$ cat src/rtl/mm_feed_scheduler.sv
// Operand feed scheduler for the matrix-multiply top: walks the (i, j, n, ii) tile loop nest,
// reads A/B SRAMs and streams the returned words through a 2-entry skid buffer.
module mm_feed_scheduler #(
    parameter int unsigned DATA_WIDTH  = 64,
    parameter int unsigned A_NUM_WIDTH = 3,
    parameter int unsigned B_NUM_WIDTH = 3,
    parameter int unsigned N_MAX_WIDTH = 32,
    parameter int unsigned ADDR_WIDTH  = 16
) (
    input  logic                   clk,
    input  logic                   rst,
    input  logic                   start,
    input  logic [N_MAX_WIDTH-1:0] N_in,
    output logic [ADDR_WIDTH-1:0]  A_addr,
    output logic [ADDR_WIDTH-1:0]  B_addr,
    output logic                   rd_en,
    input  logic [DATA_WIDTH-1:0]  A_rdata,
    input  logic [DATA_WIDTH-1:0]  B_rdata,
    output logic [DATA_WIDTH-1:0]  A_out,
    output logic [DATA_WIDTH-1:0]  B_out,
    output logic                   AB_valid,
    input  logic                   ready,
    output logic                   busy,
    output logic                   done,
    output logic                   err
);

    if (B_NUM_WIDTH != A_NUM_WIDTH) begin : g_tile_check
        $error("mm_feed_scheduler: B_NUM_WIDTH must equal A_NUM_WIDTH");
    end
    if (A_NUM_WIDTH == 0) begin : g_tile_nonzero
        $error("mm_feed_scheduler: A_NUM_WIDTH must be at least 1");
    end

    typedef enum logic [1:0] {
        S_IDLE  = 2'd0,
        S_RUN   = 2'd1,
        S_DRAIN = 2'd2
    } state_t;

    state_t                  state, state_nx;
    logic [N_MAX_WIDTH-1:0]  n_reg, n_reg_nx;
    logic [N_MAX_WIDTH-1:0]  i_cnt, i_nx;
    logic [N_MAX_WIDTH-1:0]  j_cnt, j_nx;
    logic [N_MAX_WIDTH-1:0]  n_cnt, n_nx;
    logic [A_NUM_WIDTH-1:0]  ii_cnt, ii_nx;
    logic [ADDR_WIDTH-1:0]   a_addr_q, a_addr_nx;
    logic [ADDR_WIDTH-1:0]   b_addr_q, b_addr_nx;
    logic                    busy_q, busy_nx;
    logic                    done_q, done_nx;
    logic                    err_q, err_nx;

    // Skid buffer: entry 0 is the head presented downstream
    logic [DATA_WIDTH-1:0]   buf_a0, buf_a1, buf_b0, buf_b1;
    logic [DATA_WIDTH-1:0]   buf_a0_nx, buf_a1_nx, buf_b0_nx, buf_b1_nx;
    logic [1:0]              cnt, cnt_nx;
    logic                    valid_q, valid_nx;
    logic                    inflight;

    logic                    n_ok;
    logic                    pop;
    logic [2:0]              occ;
    logic                    can_issue;
    logic                    issue;
    logic [N_MAX_WIDTH-1:0]  n_eff;
    logic [N_MAX_WIDTH-1:0]  tiles;
    logic                    wrap_ii, wrap_n, wrap_j, last;
    logic [ADDR_WIDTH-1:0]   a_row;

    assign n_ok  = (N_in != '0) && (N_in[A_NUM_WIDTH-1:0] == '0);
    assign pop   = valid_q && ready;

    // Occupancy the buffer will have after this edge; a read issued now lands one edge later
    assign occ       = 3'(cnt) + 3'(inflight) - 3'(pop);
    assign can_issue = (occ < 3'd2);

    // The start cycle already issues beat 0, so N comes straight from N_in while idle
    assign n_eff = (state == S_IDLE) ? N_in : n_reg;
    assign tiles = n_eff >> A_NUM_WIDTH;

    assign wrap_ii = (ii_cnt == '1);
    assign wrap_n  = wrap_ii && (n_cnt == n_eff - N_MAX_WIDTH'(1));
    assign wrap_j  = wrap_n && (j_cnt == tiles - N_MAX_WIDTH'(1));
    assign last    = wrap_j && (i_cnt == tiles - N_MAX_WIDTH'(1));

    assign issue = ((state == S_RUN) || ((state == S_IDLE) && start && n_ok)) && can_issue;

    // Loop-nest counters and the addresses of the next read to issue
    always_comb begin
        ii_nx = ii_cnt + A_NUM_WIDTH'(1);
        n_nx  = n_cnt;
        j_nx  = j_cnt;
        i_nx  = i_cnt;
        if (wrap_ii) begin
            n_nx = wrap_n ? '0 : n_cnt + N_MAX_WIDTH'(1);
        end
        if (wrap_n) begin
            j_nx = wrap_j ? '0 : j_cnt + N_MAX_WIDTH'(1);
        end
        if (wrap_j) begin
            i_nx = last ? '0 : i_cnt + N_MAX_WIDTH'(1);
        end
        a_row     = (ADDR_WIDTH'(i_nx) << A_NUM_WIDTH) + ADDR_WIDTH'(ii_nx);
        a_addr_nx = a_row * ADDR_WIDTH'(n_eff) + ADDR_WIDTH'(n_nx);
        b_addr_nx = ADDR_WIDTH'(n_nx) * ADDR_WIDTH'(n_eff)
                  + (ADDR_WIDTH'(j_nx) << B_NUM_WIDTH) + ADDR_WIDTH'(ii_nx);
    end

    // Next-state and control
    always_comb begin
        state_nx = state;
        n_reg_nx = n_reg;
        done_nx  = 1'b0;
        err_nx   = 1'b0;
        case (state)
            S_IDLE: begin
                if (start) begin
                    if (n_ok) begin
                        n_reg_nx = N_in;
                        state_nx = (issue && last) ? S_DRAIN : S_RUN;
                    end else begin
                        err_nx = 1'b1;
                    end
                end
            end
            S_RUN: begin
                if (issue && last) begin
                    state_nx = S_DRAIN;
                end
            end
            S_DRAIN: begin
                if (occ == 3'd0) begin
                    state_nx = S_IDLE;
                    done_nx  = 1'b1;
                end
            end
            default: state_nx = S_IDLE;
        endcase
        busy_nx = (state_nx != S_IDLE);
    end

    // Skid buffer push (data returned for last cycle's read) and pop
    always_comb begin
        buf_a0_nx = buf_a0;
        buf_a1_nx = buf_a1;
        buf_b0_nx = buf_b0;
        buf_b1_nx = buf_b1;
        cnt_nx    = cnt;
        case ({inflight, pop})
            2'b10: begin
                if (cnt == 2'd0) begin
                    buf_a0_nx = A_rdata;
                    buf_b0_nx = B_rdata;
                end else begin
                    buf_a1_nx = A_rdata;
                    buf_b1_nx = B_rdata;
                end
                cnt_nx = cnt + 2'd1;
            end
            2'b01: begin
                buf_a0_nx = buf_a1;
                buf_b0_nx = buf_b1;
                cnt_nx    = cnt - 2'd1;
            end
            2'b11: begin
                if (cnt == 2'd1) begin
                    buf_a0_nx = A_rdata;
                    buf_b0_nx = B_rdata;
                end else begin
                    buf_a0_nx = buf_a1;
                    buf_b0_nx = buf_b1;
                    buf_a1_nx = A_rdata;
                    buf_b1_nx = B_rdata;
                end
            end
            default: ;
        endcase
        valid_nx = (cnt_nx != 2'd0);
    end

    always_ff @(posedge clk) begin
        if (rst) begin
            state    <= S_IDLE;
            n_reg    <= '0;
            i_cnt    <= '0;
            j_cnt    <= '0;
            n_cnt    <= '0;
            ii_cnt   <= '0;
            a_addr_q <= '0;
            b_addr_q <= '0;
            busy_q   <= 1'b0;
            done_q   <= 1'b0;
            err_q    <= 1'b0;
            buf_a0   <= '0;
            buf_a1   <= '0;
            buf_b0   <= '0;
            buf_b1   <= '0;
            cnt      <= 2'd0;
            valid_q  <= 1'b0;
            inflight <= 1'b0;
        end else begin
            state    <= state_nx;
            n_reg    <= n_reg_nx;
            busy_q   <= busy_nx;
            done_q   <= done_nx;
            err_q    <= err_nx;
            buf_a0   <= buf_a0_nx;
            buf_a1   <= buf_a1_nx;
            buf_b0   <= buf_b0_nx;
            buf_b1   <= buf_b1_nx;
            cnt      <= cnt_nx;
            valid_q  <= valid_nx;
            inflight <= issue;
            if (issue) begin
                i_cnt    <= i_nx;
                j_cnt    <= j_nx;
                n_cnt    <= n_nx;
                ii_cnt   <= ii_nx;
                a_addr_q <= a_addr_nx;
                b_addr_q <= b_addr_nx;
            end
        end
    end

    assign rd_en    = issue;
    assign A_addr   = a_addr_q;
    assign B_addr   = b_addr_q;
    assign A_out    = buf_a0;
    assign B_out    = buf_b0;
    assign AB_valid = valid_q;
    assign busy     = busy_q;
    assign done     = done_q;
    assign err      = err_q;

endmodule
$ cat config.mk
export PLATFORM = sky130hd
export DESIGN_NAME = mm_feed_scheduler
export DESIGN_NICKNAME = d
export VERILOG_FILES = /design/src/rtl/mm_feed_scheduler.sv
export SDC_FILE = /design/constraint.sdc
export NUM_CORES = 2
export LEC_CHECK = 0
export CAP_MARGIN = 20
export CORE_UTILIZATION = 56
export DETAILED_ROUTE_END_ITERATION = 8
export PLACE_DENSITY = 0.84
export SETUP_SLACK_MARGIN = 0.3
export SYNTH_ARGS = -nofsm -noshare
export SYNTH_HDL_FRONTEND = slang
export SYNTH_SLANG_ARGS = --single-unit
export TNS_END_PERCENT = 10
$ cat constraint.sdc
create_clock -name clk -period 14.48 [get_ports clk]
set_input_delay 3.62 -clock clk [delete_from_list [all_inputs] [get_ports clk]]
set_output_delay 3.62 -clock clk [all_outputs]
set_load 0.01 [all_outputs]
After elaboration in Yosys (flattened, before gate mapping)
Cells that the tools add are included.
W data, S select, Z words.
{ "totals": {"register_bits": 428, "latchBits": 0, "ram_bits": 0, "mem_bits_ro": 0, "in_bits": 164, "output_inout_bits": 165, "wordCells": 109, "memories": 0} }
{ "classes": {"n_addsub": 14, "n_mul": 2, "div_mod_pow": 0, "order_cmp": 1, "eq_ne": 13, "n_shift": 0, "muxes": 28, "bitwise_logic": 3, "reduce_logical": 27} }
{ "op_table": {"columns": ["cell", "count"], "rows": [
  ["$mux W64", 8],
  ["$pmux W64 S3", 2],
  ["$pmux W64 S2", 2],
  ["$mux W32", 4],
  ["$add A32 B1 Y32 const B", 3],
  ["$eq A32 B32 Y1", 3],
  ["$add A16 B16 Y16", 2],
  ["$add A16 B3 Y16", 2],
  ["$mul A16 B16 Y16", 2],
  ["$reduce_bool A32 Y1", 1],
  ["$sub A32 B1 Y32 const B", 1],
  ["$sub A29 B1 Y30 const B", 1],
  ["$mux W13", 2],
  ["$mux W16", 1],
  ["$mux W2", 5],
  ["$logic_and A1 B1 Y1", 9],
  ["$reduce_and A2 Y1", 4],
  ["$eq A2 B1 Y1 const B", 3],
  ["$eq A2 B2 Y1 const B", 3],
  ["$logic_not A3 Y1", 2],
  ["$ne A2 B2 Y1 const B", 3],
  ["$pmux W2 S3", 1],
  ["$reduce_and A3 Y1", 2],
  ["$reduce_bool A2 Y1", 3],
  ["other kinds (15)", 19]
]} }

Longest topological paths before layout
{ "logic_depth": {"ltp_word": 13, "mapped_depth": 53, "depth_no_buf": 43} }

Least setup slack after synthesis
No wires, ideal clock.
{ "synth_timing": {"path_type": "in2reg", "start": "in N_in[4]", "end": "reg a_addr_q[15] (netlist: A_addr[15])", "setup_time_ns": 0.131, "t_arrival_ns": 13.054, "t_required_ns": 14.349, "setup_slack_ns": 1.295, "path_stages": 42, "n_path_buf": 7, "path_cell_list": "mux2_2 -> inv_1 -> clkbuf_1 -> buf_1 -> ha_1 -> clkbuf_1 -> o2111ai_4 -> buf_6 -> buf_6 -> o31ai_4 -> nand2_1 -> or4b_1 -> nor4_1 -> and4_1 -> buf_2 -> nand2_1 -> buf_2 -> o21a_1 -> [... 6 more ...] -> fa_1 -> inv_1 -> fa_1 -> inv_1 -> fa_1 -> inv_1 -> fa_1 -> inv_1 -> ha_1 -> nor2b_1 -> o21ai_0 -> nand2b_1 -> a31oi_1 -> xnor2_1 -> xnor3_1 -> xnor3_1 -> nand2_1 -> a21oi_2"} }
{ "synth_between": {"elab_chain_len": 11, "elab_cells_between_ends": 21, "cone_classes": "add/sub (4); mul (1); eq/ne (3); mux (5); reduce/logical (8)"} }
{ "synth_rtl": {"columns": ["item", "line", "source"], "rows": [
  ["start: declaration", "13", "input logic [N_MAX_WIDTH-1:0] N_in,"],
  ["$mux W32", "78", "assign n_eff = (state == S_IDLE) ? N_in : n_reg;"],
  ["$sub A32 B1 Y32", "82", "assign wrap_n = wrap_ii && (n_cnt == n_eff - N_MAX_WIDTH'(1));"],
  ["$eq A32 B32 Y1", "82", null],
  ["$logic_and A1 B1 Y1", "82", null],
  ["$logic_and A1 B1 Y1", "83", "assign wrap_j = wrap_n && (j_cnt == tiles - N_MAX_WIDTH'(1));"],
  ["$logic_and A1 B1 Y1", "84", "assign last = wrap_j && (i_cnt == tiles - N_MAX_WIDTH'(1));"],
  ["$mux W32", "101", "i_nx = last ? '0 : i_cnt + N_MAX_WIDTH'(1);"],
  ["$mux W13", "100", "if (wrap_j) begin"],
  ["$add A16 B3 Y16", "103", "a_row = (ADDR_WIDTH'(i_nx) << A_NUM_WIDTH) + ADDR_WIDTH'(ii_nx);"],
  ["$mul A16 B16 Y16", "104", "a_addr_nx = a_row * ADDR_WIDTH'(n_eff) + ADDR_WIDTH'(n_nx);"],
  ["$add A16 B16 Y16", "104", null],
  ["end signal: assignment", "219", "a_addr_q <= a_addr_nx;"],
  ["end: declaration", "47", "logic [ADDR_WIDTH-1:0] a_addr_q, a_addr_nx;"]
]} }
Parallel ways exist; a longest one is shown, timed or not.
A chain may end at the register's enable or synchronous reset.

Worst setup path in the final report
Ends and elaborated chain as after synthesis.

==> run_results.csv <==
group,metric,value,unit
setup_path,worst_ep_required_time,14.99,ns
sta,hold_viol,0,
pwr,p_per_area,87.3,nW/µm²
global_route,grt_max_degree,113,
setup_path,critPathLaunchType,"input pin",
pwr,ir_drop,0.103,mV
finish,layout-drive-gt1-share,0.0573,
place,place_congestion,1.04,
die,die_area,54500,µm²
pwr,leakagePower,14.2,nW
logic_synthesis,synth-edff-count,0,
setup_path,ff2ff_path_depth,37,
drt,drtIter0Drc,2760,
logic_synthesis,synth_async_sr_flop_share,0,
hold_path,hold_depth,2,
logic_synthesis,synth_area_leaders,"dfxtp_1 29%, fa_1 13%, nand2_1 6.6%",
place,port_buffers,328,
setup_path,rr_startpoint,"state[1]",
clock_tree,clkSinkCount,428,
logic_synthesis,synth-seq-cells,428,
die,coreArea,52800,µm²
finish,layout_commonest_cell,"nand2_1",
sta,fmax,74.2,MHz
logic_synthesis,synth_warnings,0,
setup_path,crit_family,"adder cells",
sta,tns,0,ns
logic_synthesis,synthDistinctLibCells,87,
global_route,overflow,0,
finish,mostFrequentLayoutCells,"525 x nand2_1, 464 x nor2_1, 428 x dfxtp_1, 327 x clkdlybuf4s50_1, 321 x inv_1",
setup_path,cp_num_buf_inv,8,
clock_tree,post-cts-setup-buffer-count,0,
setup_path,critPathCaptureType,"flop",
sta,finalWorstSetupSlack,1.01,ns
finish,final_util,0.674,
clock_tree,numCtsBuffers,47,
setup_path,cp_max_fo,20,
drt,drc,48,
die,start_util,0.569,
die,die_h,234,µm
clock_tree,clockBufferDepth,3,
hold_path,hold_class,"flop to flop",
finish,finalNonFillerCells,4646,
sta,finalMaxSlewViolations,0,
clock_tree,root_buffer,"clkbuf_16",
outcome,status,"finished, violations left",
drt,met3_length,8740,µm
logic_synthesis,synth_cells,3701,
drt,vias,27800,
logic_synthesis,seq_area_frac_synth,0.285,
clock_tree,htree_levels,2,
setup_path,path_common_cell,"inv_1",
sta,rsz0062_at_grt,"no",
run,cap_viol_max_count,0,
drt,wirelength,92600,µm
place,pre_cts_ws,0.589,ns
finish,nNetsFinal,4380,
sta,fin_skew,0.0270,ns
sta,min_period,13.47,ns
place,dp_cells,4546,
clock_tree,clk_latency,0.60,ns
global_route,grt_pass1_vias,26900,
logic_synthesis,synth_area,30000,µm²
drt,wl_met1,35500,µm
clock_tree,cts_tree,"yes",
hold_path,min_from,"B_addr[5]",
sta,setup_viol,0,
sta,tightest_slew,1.04,ns
global_route,grt_pass1_wl,144000,µm
setup_path,cpMaxStageDelayCell,"fa_1",
logic_synthesis,synth_top_area_share,0.285,
logic_synthesis,ys.flop_type,"dfxtp_1",
place,hpwl,65600,µm
drt,drtAntennaViolNets,0,
clock_tree,cts_resized,0,
pwr,fin_total_pwr,3.10,mW
finish,areaGrowthSynthToFinish,18.5,%
die,num_io_pins,329,
setup_path,arrival,13.98,ns
logic_synthesis,avgSynthCellArea,8.11,µm²
sta,finalCritPeriodShare,0.930,
global_route,antenna_found_initial,3,
drt,top_layer_used,"met4",
clock_tree,clk_pin_slew,0.06,ns
setup_path,ff2ff_setup_slack,2.89,ns
drt,viasPerCell,5.99,
clock_tree,hold_buffers,0,
logic_synthesis,synth.largest_area_cell,"dfxtp_1",
outcome,violations,"DRC",
finish,fill_cells,4274,
drt,dr.pass1.iters,8,
sta,slew_headroom,0.287,
drt,dr_wl_met2,42700,µm
setup_path,crit_type,"input pin to flop",
drt,wl_per_cell,19.9,µm
die,num_rows,84,
hold_path,hold_path_end,"B_addr[5]",
global_route,grt_usage,0.335,
setup_path,slowest_delay,0.54,ns
setup_path,worstReg2RegEnd,"A_addr[15]",
die,die_w,234,µm
logic_synthesis,syn-num-nets,4172,
==> power breakdown <==
part	total (mW)	switching (mW)	leakage [nW]	internal (mW)
Sequential	1.23	0.0231	3.46	1.21
Clock	1.29	0.527	0.826	0.765
Combinational	0.578	0.328	9.90	0.250
==> how the worst max path moves through the flow <==
stage	start	endpoint	slack, ns	depth (start not counted)
after CTS	N_in[4]	A_addr[15]	1.13	36
after global routing	N_in[4]	A_addr[15]	0.38	36
after detailed placement	N_in[4]	A_addr[15]	0.59	36
final	N_in[4]	A_addr[15]	1.01	36
after floorplan	N_in[4]	A_addr[15]	1.29	42
after global placement	N_in[5]	A_addr[15]	0.79	35
==> logic make-up after synthesis <==
group,count (synthesis),share of synthesized area
xor+xnor,268,0.0888
flops,428,0.285
buf+inv,563,0.0729
compound gates,555,0.123
mux,75,0.0256
fa+ha+maj,307,0.175
simple gates,1505,0.229
==> metrics by stage <==
| stage | instance area, µm² | hold WS [ns] |
|---|---|---|
| final | 35600 | 0.450 |
| after global routing | 35500 | 0.467 |
| after global placement | 33800 | 0.439 |
| after CTS | 35500 | 0.453 |
| after detailed placement | 33800 | 0.445 |
| after floorplan | 30000 | 0.426 |
==> cell type report <==
cell class | instances | area [µm²] | area share
antenna | 12 | 30.0 | 0.000844
clock buffer | 65 | 1380 | 0.0389
clock inverter | 21 | 310 | 0.00872
inverter | 325 | 1220 | 0.0343
multi-input combinational | 2710 | 19300 | 0.544
sequential | 428 | 8570 | 0.241
tap | 688 | 861 | 0.0242
timing repair buffer | 397 | 3860 | 0.108
==> cells in the mapped netlist, drive strengths merged, types with 6 or more instances <==
cell type / instances
fa: 189
nor3b: 6
inv: 323
and2: 26
or3: 20
or4: 15
nand3: 57
o21ai: 48
a211oi: 18
o31ai: 9
nor3: 188
a21oi: 239
o211ai: 7
xnor2: 162
mux2i: 67
nor4: 36
clkbuf: 195
nor2b: 21
a31oi: 13
buf: 43
mux2: 8
nand2b: 11
and4: 14
o31a: 8
dfxtp: 428
nand4: 33
xnor3: 22
nor2: 465
o21a: 9
and3: 35
nand2: 525
o21bai: 11
a221oi: 132
ha: 118
o22ai: 9
xor2: 83
a21o: 11
or2: 31
nand4b: 6
==> layer usage <==
layer	track usage	vias to the layer above
met1	0.415	13300
met5	0	-
li1	-	12800
met2	0.530	1393
met3	0.0807	372
met4	0.194	0
==> worst min-delay path: cells and delay by family (launching register included) <==
family,cells,cell delay [ns]
compound gates,1,0.05
simple gates,1,0.05
flops,1,0.31
(Power assumes the default switching activity.)
